### config.mk
export PLATFORM = sky130hd
export DESIGN_NAME = half_duplex_dir_ctrl
export DESIGN_NICKNAME = d
export VERILOG_FILES = /design/src/rtl/half_duplex_dir_ctrl.sv
export SDC_FILE = /design/constraint.sdc
export NUM_CORES = 1
export LEC_CHECK = 0
export CELL_PAD_IN_SITES_DETAIL_PLACEMENT = 1
export CELL_PAD_IN_SITES_GLOBAL_PLACEMENT = 1
export CORE_MARGIN = 5
export CORE_UTILIZATION = 36
export DETAILED_ROUTE_END_ITERATION = 16
export GPL_TIMING_DRIVEN = 0
export PLACE_DENSITY = 0.81
export SLEW_MARGIN = 40
export SYNTH_ARGS = -nofsm -noshare
export SYNTH_HDL_FRONTEND = slang
export SYNTH_SLANG_ARGS = --single-unit
export TNS_END_PERCENT = 5
### constraint.sdc
create_clock -name clk -period 1.6 [get_ports clk]
set_input_delay 0.24 -clock clk [delete_from_list [all_inputs] [get_ports clk]]
set_output_delay 0.24 -clock clk [all_outputs]
set_load 0.005 [all_outputs]
### src/rtl/half_duplex_dir_ctrl.sv
// half_duplex_dir_ctrl
// Direction controller for a single-wire half-duplex link between a sender
// and a reciever port. Arbitrates requests from both ends, drives the buffer
// direction select and output enable, inserts TURN_CYCLES dead cycles on
// every direction change and limits bursts to MAX_BURST granted cycles when
// the opposite side is waiting. The 1-bit payload is carried registered.
//
// Optional feature macro: HDX_COLLISION_DET_EN
//   defined   : err is a sticky flag set when the non-owning side drives a 1
//               while the line is granted to the other side.
//   undefined : err is tied low and no detection logic exists.
//
// state | meaning
// ------+-------------------------------------------------------------
// IDLE  | nobody owns the line, drive_en low, dir holds its last value
// S2R   | sender owns the line, dir=1, drive_en=1, sender_grant=1
// TURN  | dead time before the target side gets the line, dir=target
// R2S   | reciever owns the line, dir=0, drive_en=1, reciever_grant=1

module half_duplex_dir_ctrl #(
   parameter int TURN_CYCLES = 2,
   parameter int MAX_BURST   = 8
) (
   input  logic clk,
   input  logic rst,
   input  logic sender_req,
   input  logic reciever_req,
   input  logic sender_in,
   input  logic reciever_in,
   output logic dir,
   output logic drive_en,
   output logic sender_grant,
   output logic reciever_grant,
   output logic sender_out,
   output logic reciever_out,
   output logic err
);

   localparam int BW = $clog2(MAX_BURST + 1);
   localparam int TW = $clog2(TURN_CYCLES + 1);

   // Counters run from 0 on entry; the last value is one below the limit so
   // the count of cycles spent equals the limit when the decision is taken.
   localparam logic [BW-1:0] BURST_LAST = BW'(MAX_BURST - 1);
   localparam logic [TW-1:0] TURN_LAST  = TW'(TURN_CYCLES - 1);
   localparam logic [BW-1:0] BURST_ONE  = BW'(1);
   localparam logic [TW-1:0] TURN_ONE   = TW'(1);

   typedef enum logic [1:0] {
      ST_IDLE = 2'd0,
      ST_S2R  = 2'd1,
      ST_TURN = 2'd2,
      ST_R2S  = 2'd3
   } state_t;

   state_t        state_q,    state_d;
   logic [BW-1:0] burst_q,    burst_d;
   logic [TW-1:0] turn_q,     turn_d;
   logic          tgt_snd_q,  tgt_snd_d;   // TURN target: 1 = sender side
   logic          last_snd_q, last_snd_d;  // last served: 1 = sender side
   logic          dir_q,      dir_d;
   logic          drive_en_q, drive_en_d;
   logic          s_grant_q,  s_grant_d;
   logic          r_grant_q,  r_grant_d;
   logic          s_out_q,    s_out_d;
   logic          r_out_q,    r_out_d;

   logic          any_req;
   logic          want_snd;
   logic          tgt_req;

   // Arbitration helpers: which side would win a request seen in IDLE, and
   // whether the TURN target still wants the line.
   always_comb begin
      any_req  = sender_req | reciever_req;
      want_snd = 1'b0;
      if (sender_req && reciever_req) begin
         want_snd = ~last_snd_q;
      end else begin
         want_snd = sender_req;
      end
      tgt_req = tgt_snd_q ? sender_req : reciever_req;
   end

   // Next-state, counter and bookkeeping logic.
   always_comb begin
      state_d    = state_q;
      burst_d    = burst_q;
      turn_d     = turn_q;
      tgt_snd_d  = tgt_snd_q;
      last_snd_d = last_snd_q;

      unique case (state_q)
         ST_IDLE: begin
            if (any_req) begin
               if (want_snd == dir_q) begin
                  state_d    = want_snd ? ST_S2R : ST_R2S;
                  burst_d    = '0;
                  last_snd_d = want_snd;
               end else begin
                  state_d   = ST_TURN;
                  tgt_snd_d = want_snd;
                  turn_d    = '0;
               end
            end
         end

         ST_S2R: begin
            if (!sender_req) begin
               state_d = ST_IDLE;
               burst_d = '0;
            end else if (burst_q == BURST_LAST) begin
               burst_d = '0;
               if (reciever_req) begin
                  state_d   = ST_TURN;
                  tgt_snd_d = 1'b0;
                  turn_d    = '0;
               end
            end else begin
               burst_d = burst_q + BURST_ONE;
            end
         end

         ST_R2S: begin
            if (!reciever_req) begin
               state_d = ST_IDLE;
               burst_d = '0;
            end else if (burst_q == BURST_LAST) begin
               burst_d = '0;
               if (sender_req) begin
                  state_d   = ST_TURN;
                  tgt_snd_d = 1'b1;
                  turn_d    = '0;
               end
            end else begin
               burst_d = burst_q + BURST_ONE;
            end
         end

         ST_TURN: begin
            if (turn_q == TURN_LAST) begin
               turn_d = '0;
               if (tgt_req) begin
                  state_d    = tgt_snd_q ? ST_S2R : ST_R2S;
                  burst_d    = '0;
                  last_snd_d = tgt_snd_q;
               end else begin
                  state_d = ST_IDLE;
               end
            end else begin
               turn_d = turn_q + TURN_ONE;
            end
         end

         default: begin
            state_d = ST_IDLE;
            burst_d = '0;
            turn_d  = '0;
         end
      endcase
   end

   // Outputs are decoded from the next state so they register in step with
   // the state; the payload uses the current state so it lags by one cycle.
   always_comb begin
      dir_d      = dir_q;
      drive_en_d = 1'b0;
      s_grant_d  = 1'b0;
      r_grant_d  = 1'b0;
      unique case (state_d)
         ST_S2R: begin
            dir_d      = 1'b1;
            drive_en_d = 1'b1;
            s_grant_d  = 1'b1;
         end
         ST_R2S: begin
            dir_d      = 1'b0;
            drive_en_d = 1'b1;
            r_grant_d  = 1'b1;
         end
         ST_TURN: begin
            dir_d = tgt_snd_d;
         end
         default: begin
            dir_d = dir_q;
         end
      endcase
      r_out_d = (state_q == ST_S2R) ? sender_in   : 1'b0;
      s_out_d = (state_q == ST_R2S) ? reciever_in : 1'b0;
   end

   // State, counters and registered outputs.
   always_ff @(posedge clk or posedge rst) begin
      if (rst) begin
         state_q    <= ST_IDLE;
         burst_q    <= '0;
         turn_q     <= '0;
         tgt_snd_q  <= 1'b0;
         last_snd_q <= 1'b0;
         dir_q      <= 1'b0;
         drive_en_q <= 1'b0;
         s_grant_q  <= 1'b0;
         r_grant_q  <= 1'b0;
         s_out_q    <= 1'b0;
         r_out_q    <= 1'b0;
      end else begin
         state_q    <= state_d;
         burst_q    <= burst_d;
         turn_q     <= turn_d;
         tgt_snd_q  <= tgt_snd_d;
         last_snd_q <= last_snd_d;
         dir_q      <= dir_d;
         drive_en_q <= drive_en_d;
         s_grant_q  <= s_grant_d;
         r_grant_q  <= r_grant_d;
         s_out_q    <= s_out_d;
         r_out_q    <= r_out_d;
      end
   end

`ifdef HDX_COLLISION_DET_EN
   logic err_q, err_d;

   // Sticky collision flag: the non-owning side drove a 1 during a grant.
   always_comb begin
      err_d = err_q;
      if ((state_q == ST_S2R && reciever_in) || (state_q == ST_R2S && sender_in)) begin
         err_d = 1'b1;
      end
   end

   // Collision flag register, cleared only by reset.
   always_ff @(posedge clk or posedge rst) begin
      if (rst) begin
         err_q <= 1'b0;
      end else begin
         err_q <= err_d;
      end
   end

   assign err = err_q;
`else
   assign err = 1'b0;
`endif

   assign dir            = dir_q;
   assign drive_en       = drive_en_q;
   assign sender_grant   = s_grant_q;
   assign reciever_grant = r_grant_q;
   assign sender_out     = s_out_q;
   assign reciever_out   = r_out_q;

endmodule

Yosys cells after proc, flatten, opt, wreduce, memory -nomap -nowiden
Index checks and enable logic that the tools add are counted.
{"block": "totals", "in_bits": 6, "ff_bits": 16, "elab_cells": 96, "output_inout_bits": 7}
{"block": "op_classes", "n_eq_ne": 20, "add_sub_neg": 2, "bitwise_logic": 2, "muxes": 53, "n_reduce_logical": 8}
{"cell": "$mux 2", "n": 21}
{"cell": "$mux 4", "n": 7}
{"cell": "$ne 2x2->1 const B", "n": 11}
{"cell": "$mux 1", "n": 19}
{"cell": "$pmux 2 s4", "n": 2}
{"cell": "$pmux 4 s4", "n": 1}
{"cell": "$eq 2x2->1 const B", "n": 4}
{"cell": "$reduce_and 8->1", "n": 1}
{"cell": "$eq 2x1->1 const B", "n": 3}
{"cell": "$pmux 1 s3", "n": 2}
{"cell": "$reduce_and 5->1", "n": 1}
{"cell": "$add 4x1->4 const B", "n": 1}
{"cell": "$eq 4x3->1 const B", "n": 1}
{"cell": "$reduce_and 4->1", "n": 1}
{"cell": "$reduce_bool 3->1", "n": 1}
{"cell": "$add 2x1->2 const B", "n": 1}
{"cell": "$logic_not 2->1", "n": 1}
{"cell": "$pmux 1 s2", "n": 1}
{"cell": "$reduce_bool 2->1", "n": 1}
{"cell": "$reduce_or 2->1", "n": 1}
{"cell": "$eq 1x1->1", "n": 1}
{"cell": "$logic_and 1x1->1", "n": 1}
{"cell": "$not 1->1", "n": 1}
{"cell": "$or 1x1->1", "n": 1}

Longest topological paths before layout
Gate-level depths: netlist of run 1.
{"block": "depth", "ltp_word": 9, "ltp_mapped": 8}

Worst setup path after synthesis of run 1
Ideal clock, no wire load.
{"block": "synth_timing", "kind": "register -> register", "from": "register burst_q[0]", "to": "register dir_q (netlist: dir)", "n_path_buf": 0, "path_stages_with_launch": 7, "arrival_time_ns": 1.471, "synth_period_minus_slack_ns": 1.593, "slack_ns": 0.007, "cell_sequence": "dfrtp_1 ha_1 and4b_1 and3_4 o31ai_2 nor2_1 o2bb2ai_1"}
{"block": "synth_via", "elab_chain_len": 6, "word_cells_on_any_way": 16}
{"item": "start: declaration", "line": "57", "source": "logic [BW-1:0] burst_q, burst_d;"}
{"item": "start signal: assignment", "line": "208", "source": "burst_q <= burst_d;"}
{"item": "$eq 4x3->1 (*)", "line": "112, 128"}
{"item": "$mux 2 (on tied branches)", "line": "128, 112"}
{"item": "$mux 2 (on tied branches)", "line": "125, 109"}
{"item": "$pmux 2 s4", "line": "93", "source": "unique case (state_q)"}
{"item": "$eq 2x2->1 / $eq 2x1->1 (equally long branches)", "line": "170", "source": "unique case (state_d)"}
{"item": "$pmux 1 s3 / $reduce_bool 3->1 (equally long branches)"}
{"item": "end signal: assignment", "line": "212", "source": "dir_q <= dir_d;"}
{"item": "end: declaration", "line": "61", "source": "logic dir_q, dir_d;"}
Mark *: on every way between the ends. The rest lies on a longest branch, timed or not.
A chain may end at the register's enable or synchronous reset.

Worst setup path in the final report of run 1
Ends and elaborated chain as after synthesis.

==> out/metrics.cfg, run 1 <==
[clock_tree]
clock_path_buffers = 2
clk_transition_reported_paths_ps = 100
hold_buffers = 0
insertion_delay_ps = 310
numCtsBuffers = 3
cts_tree = yes
clock-sinks = 16
cts-root-buf = clkbuf_4
cts_max_level = 1

[global_route]
grtUsageMet3_pct = 2.614
grt_max_degree = 17
grt_overflow = 0
grt_pass1_vias = 812
grt.met2_usage_pct = 25.71
track_usage_pct = 15.96
grt_pass1_wl_um = 4098
grt-busiest-layer = met2
antenna_found_initial = 0
grtUsageMet1_pct = 19.54

[synth]
netlist_instances = 85
yosys.cell_types.count = 35
synth-warning-count = 0
syn-num-nets = 93
synth.avg_cell_area_um2 = 10.17
seq_area_frac_synth_pct = 46.31
ys_seq_elements = 16
synthesis.area_um2 = 864.6

[pwr]
power_density_nw_per_um2 = 1859
p_leak_nw = 0.5085
ir_worst_vdd_uv = 843.3

[placement]
hpwl_um = 1492
port_buffers = 11
gp_congestion = 0.7989
dpl.cell_count = 124

[critical_path]
cp-start-kind = flop
path_max_fanout = 4
crit_chain = ha_2, and4b_1, and3_4, o31ai_4, nor2_1, o2bb2ai_2
crit_type = reg -> reg
r2r-start = burst_q[0]$_DFFE_PP0P_
rr_endpoint = dir$_DFFE_PP0P_
r2r_cells = 6
slowest_stage = dfrtp_1
cp_slowest_stage_delay_ps = 390
ff2ff_setup_slack_ps = -20
worstPathArrival_ps = 1830
end_kind = flop
worstPathRequired_ps = 1810

[timing]
rsz0062_at_grt = yes
fin_crit_sh_pct = 101.1
setup_violations = 1
fin_worst_skew_ps = 5.132
period_minus_slack_ps = 1617
setup_slack_ps = -17.23
max_freq_mhz = 618.3
slew_viol_final = 0
worst_slew_pin_slew_ps = 639.8
slew_headroom_pct = 57.30
finalHoldViolCount = 0

[route]
wl_um = 2435
drt-pass1-iter-count = 4
dr.first_iter.drc_count = 6
via_count = 731
via_per_inst = 5.415
drc = 0
wire_per_inst_um = 18.04
ant_nets = 0

[finish]
drive_gt1_share_pct = 28.04
mostFrequentLayoutCells = dfrtp_1, clkdlybuf4s50_1, nor2_1, buf_4, nand2_1
final_cells = 135
postLayoutCoreUtil_pct = 51.39
synthToLayoutAreaGrowth_pct = 34.01
diodes = 0
fillCellCount = 255
final_nets = 116
mostFrequentLayoutCell = dfrtp_1

[floorplan]
die-area_um2 = 3482
fp.coreArea_um2 = 2255
rows = 17
initial_core_util_pct = 38.35
die_w_um = 59.01
io_pins = 13
die_h_um = 59.01

[job]
cap_violations = 0

[status]
violations = setup timing
status = finished with violations

[worst_hold_path]
hp-class = in -> async

## power by group
part / switching [W] / internal [W] / leakage (nW)
Clock: 0.000146 / 0.000139 / 0.0210
Sequential: 0.000133 / 0.000548 / 0.205
Combinational: 0.000587 / 0.000602 / 0.282
## through the flow
stage	TNS, ps	power [W]	instance area, um^2	hold WS, ps	setup WS, ps
after floorplan	0	0.001282	864.6	153.7	7.099
after global routing	-274.2	0.002298	1159	355.3	-93.41
final	-17.23	0.002154	1159	304.7	-17.23
after CTS	-77.04	0.002063	1122	333.9	-52.75
after global placement	-6119	0.001538	1010	495.7	-627.9
after detailed placement	-6561	0.001591	1010	518.1	-672.4
## synth_stat cells
cell       number  area share, %
and3_4          1            1.3
inv_1           4            1.7
a21oi_1         2            1.2
a31oi_1         2            1.4
or2_2           1           0.72
o31ai_2         1            1.4
a221oi_4        1            3.0
and3_1          1           0.72
buf_2           1           0.58
nor3_1          1           0.58
o22ai_1         1           0.72
o21ba_2         1            1.2
conb_1          1           0.43
nor2b_1         6            4.3
buf_4           2            1.7
and2_1          2            1.4
nand2_1         6            2.6
nor3b_1         2            1.7
a21o_1          1           0.87
or3_1           1           0.72
ha_1            2            2.9
o31ai_1         1           0.87
nand2b_1        3            2.2
nand3_1         3            1.7
dfrtp_1        16             46
mux2_4          1            1.7
o221ai_1        1            1.0
a31oi_4         1            2.5
o21a_1          2            1.7
o21ai_0         4            2.3
and3b_1         1            1.0
o2bb2ai_1       1            1.0
and4b_1         1            1.2
nor2_1          9            3.9
a32o_1          1            1.2
## critical path: cells and delay by family (launching register included)
| family | cells | cell delay [ps] |
|---|---|---|
| compound gates | 2 | 390 |
| simple gates | 3 | 520 |
| fa+ha+maj | 1 | 210 |
| flops | 1 | 390 |
## registers in the layout (all words and copies together) (netlist names)
name / flops
tgt_snd_q: 1
last_snd_q: 1
reciever_out: 1
sender_grant: 1
burst_q: 4
drive_en: 1
reciever_grant: 1
sender_out: 1
state_q: 2
turn_q: 2
dir: 1
## how the worst max path moves through the flow
stage	endpoint	slack, ps	from
2_1_floorplan	dir$_DFFE_PP0P_	7	burst_q[0]$_DFFE_PP0P_
3_3_place_gp	dir$_DFFE_PP0P_	-630	sender_req
3_5_place_dp	dir$_DFFE_PP0P_	-670	sender_req
4_1_cts	dir$_DFFE_PP0P_	-50	burst_q[0]$_DFFE_PP0P_
5_1_grt	dir$_DFFE_PP0P_	-90	burst_q[0]$_DFFE_PP0P_
6_report	dir$_DFFE_PP0P_	-20	burst_q[0]$_DFFE_PP0P_
## per-layer routing
| layer | vias to the layer above | share of wire (%) |
|---|---|---|
| li1 | 342 | - |
| met1 | 365 | 41 |
| met2 | 18 | 53 |
| met3 | 6 | 3.9 |
| met4 | 0 | 2.3 |
| met5 | - | 0 |
## what timing repair did
item                                   CTS  global route
resized for setup                       10             5
endpoints found under the hold margin    0             0
setup buffers                            6             1
setup endpoints to repair               14            10
pin swaps                                5             3
## cell type report
type	instances	area (um^2)	share of cell area [%]
buffer	3	23.77	2.052
inverter	4	15.01	1.296
sequential	16	400.4	34.56
multi-input combinational	62	488.0	42.12
timing repair buffer	18	160.2	13.82
tap	28	35.03	3.024
clock buffer	4	36.28	3.132
## cells by family (layout without fill, tap and decap cells)
group | Yosys count | in the layout | share of synthesized area [%]
multiplexers | 1 | 1 | 1.736
flip-flops | 16 | 16 | 46.31
buffers and inverters | 7 | 29 | 4.051
AND/OR/NAND/NOR | 38 | 38 | 24.17
other | 1 | 1 | 0.4337
AO/OA/AOI/OAI | 20 | 20 | 20.41
adder cells (fa/ha/maj) | 2 | 2 | 2.894
(Power assumes the default switching activity.)
==> run 2, diff against run 1 <==
--- a/config.mk
+++ b/config.mk
@@ -7,11 +7,12 @@
 export LEC_CHECK = 0
 export CELL_PAD_IN_SITES_DETAIL_PLACEMENT = 1
 export CELL_PAD_IN_SITES_GLOBAL_PLACEMENT = 1
-export CORE_MARGIN = 5
+export CORE_MARGIN = 3
 export CORE_UTILIZATION = 36
 export DETAILED_ROUTE_END_ITERATION = 16
 export GPL_TIMING_DRIVEN = 0
 export PLACE_DENSITY = 0.81
+export SKIP_LAST_GASP = 1
 export SLEW_MARGIN = 40
 export SYNTH_ARGS = -nofsm -noshare
 export SYNTH_HDL_FRONTEND = slang
==> run 2 against run 1 <==
Core utilization rose by 0.72 points. Cell count rose by 3.0%. The flow still finishes with violations (setup timing). Highest routed layer unchanged. Clock power fell by 27%. Sequential cell count did not move. Total power fell by 2.2%. Clock skew rose by 1.1 ps. Die area fell by 13%. Worst hold slack improved by 16 ps. Largest cell class unchanged. Wire length fell by 11%. Sequential power fell by 2%. Global-route usage rose by 0.63 points. Fmax fell by 1.6%.
==> out/metrics.cfg, run 2 (synthesized netlist as in run 1, its figures left out) <==
[timing]
fin_worst_skew_ps = 6.249  ; +1.117 ps
max_freq_mhz = 608.5  ; -1.6%
fin_crit_sh_pct = 102.7  ; +1.6 points
tns_ps = -43.28  ; -26.05 ps
slew_viol_final = 0  ; unchanged
period_minus_slack_ps = 1643  ; +26.05 ps
rsz0062_at_grt = yes
slew_headroom_pct = 59.12  ; +1.8 points
finalHoldViolCount = 0  ; unchanged
setup_slack_ps = -43.28  ; -26.05 ps
setup_violations = 1  ; unchanged
worst_slew_pin_slew_ps = 612.6  ; -27.27 ps
hold-worst-slack_ps = 320.7  ; +16.02 ps

[finish]
mostFrequentLayoutCell = dfrtp_1
final_nets = 121  ; +4.3%
diodes = 0  ; unchanged
top_regs = burst_q: 4 flops, state_q: 2 flops, turn_q: 2 flops
seqCellArea_um2 = 401.6  ; +0.31%
fillCellCount = 258  ; +1.2%
top_register = burst_q
synthToLayoutAreaGrowth_pct = 35.89
final_cells = 139  ; +3.0%
largest_reg_flops = 4  ; unchanged
drive_gt1_share_pct = 29.73  ; +1.7 points
multi_input_area_um2 = 479.2  ; -1.8%
mostFrequentLayoutCells = dfrtp_1, buf_4, clkdlybuf4s50_1

[route]
dr.first_iter.drc_count = 5  ; -1
via_count = 734  ; +0.41%
wl_um = 2155  ; -11%
drc = 0  ; unchanged
ant_nets = 0  ; unchanged
drt-pass1-iter-count = 2  ; -2
wire_per_inst_um = 15.50  ; -14%
via_per_inst = 5.281  ; -2.5%

[global_route]
grt_pass1_vias = 716  ; -12%
antenna_found_initial = 0  ; unchanged
track_usage_pct = 16.59  ; +0.63 points
grt_max_degree = 17  ; unchanged
grt_overflow = 0  ; unchanged
grt_pass1_wl_um = 3588  ; -12%

[placement]
port_buffers = 11  ; unchanged
place_ws_ps = -675.1  ; -2.717 ps
hpwl_um = 1384  ; -7.3%
gp_congestion = 0.7454  ; -6.7%
dpl.cell_count = 124  ; unchanged

[worst_hold_path]
hp-class = in -> async

[job]
cap_violations = 0  ; unchanged

[clock_tree]
hold_buffers = 0  ; unchanged
cts-root-buf = clkbuf_4
numCtsBuffers = 3  ; unchanged
cts_tree = yes
clk_transition_reported_paths_ps = 90  ; about the same
clock-sinks = 16  ; unchanged
cts_max_level = 1  ; unchanged
clock_path_buffers = 2  ; unchanged
insertion_delay_ps = 280  ; -30 ps

[critical_path]
end_kind = flop
worstPathArrival_ps = 1810  ; -20 ps
worstPathRequired_ps = 1770  ; -40 ps
crit_chain = ha_2, and4b_1, and3_4, o31ai_4, nor2_1, o2bb2ai_1
slowest_stage = dfrtp_1
cp-start-kind = flop
crit_family = simple AND/OR/NAND/NOR gates
cp_slowest_stage_delay_ps = 390  ; about the same
path_max_fanout = 4  ; unchanged
critPathBufInv = 0  ; unchanged
crit_type = reg -> reg

[pwr]
ir_worst_vdd_uv = 928.6  ; +10%
p_leak_nw = 0.5234  ; +2.9%
power_density_nw_per_um2 = 1794  ; -3.5%
power_w = 0.002107  ; -2.2%

[status]
violations = setup timing
status = finished with violations

[floorplan]
die_h_um = 55.01  ; -6.8%
die_w_um = 55.01  ; -6.8%
fp.coreArea_um2 = 2255  ; unchanged
rows = 17  ; unchanged
io_pins = 13  ; unchanged
die-area_um2 = 3026  ; -13%
initial_core_util_pct = 38.35  ; unchanged

==> run 2: cell types whose count changed in the layout (fill, tap and decap cells not counted), sizes merged <==
cell / before / now
buf: 10 / 15
clkbuf: 4 / 3
==> run 2: what timing repair did <==
action | 4_1_cts | 5_1_grt
gates resized for setup | 7 | 8
setup buffers | 11 | 1
pin swaps | 5 | 5
setup endpoints to repair | 13 | 10
cloned | 0 | 0
==> run 2: stage by stage <==
step | utilization, % | area (um^2)
after floorplan | - | 864.6
final | 52.11 | 1175
after global routing | 52.11 | 1175
after detailed placement | 44.78 | 1010
after CTS | 50.39 | 1136
after global placement | 44.78 | 1010
==> run 2: per-layer routing <==
metal / GRT usage [%] / part of all wire (%) / routed length, um
met3: 2.413 / 2.0 / 44
met2: 27.95 / 49 / 1052
met5: 0 / 0 / 0
met1: 22.04 / 48 / 1038
met4: 4.453 / 0.88 / 19
==> run 2: where the power goes <==
| group | internal [W] | switching (W) | total (W) | leakage [nW] |
|---|---|---|---|---|
| combinational | 0.000645 | 0.000588 | 0.00123 | 0.305 |
| clock | 0.0000873 | 0.000120 | 0.000207 | 0.0138 |
| sequential | 0.000551 | 0.000117 | 0.000668 | 0.204 |
| total | 0.00128 | 0.000825 | 0.00211 | 0.523 |
==> run 2: layout make-up <==
type / instances / share of cell area [%]
Multi-Input combinational cell: 62 / 40.79
Sequential cell: 16 / 34.19
Timing Repair Buffer: 23 / 17.15
Tap cell: 28 / 2.982
Clock buffer: 3 / 1.917
Buffer: 3 / 1.704
Inverter: 4 / 1.278
==> run 2: path summary, 6_finish.rpt <==
path / from / to / slack, ps / cells past startpoint
worst max-delay path: burst_q[1]$_DFFE_PP0P_ / dir$_DFFE_PP0P_ / -40 / 6
worst min-delay path: rst / burst_q[3]$_DFFE_PP0P_ / 320 / 2
worst max register to register: burst_q[1]$_DFFE_PP0P_ / dir$_DFFE_PP0P_ / -40 / 6
worst min register to register: turn_q[1]$_DFFE_PP0P_ / turn_q[1]$_DFFE_PP0P_ / 530 / 1
max in group asynchronous: rst / state_q[1]$_DFF_PP0_ / 840 / 2
min in group clk: sender_in / reciever_out$_DFF_PP0_ / 500 / 3
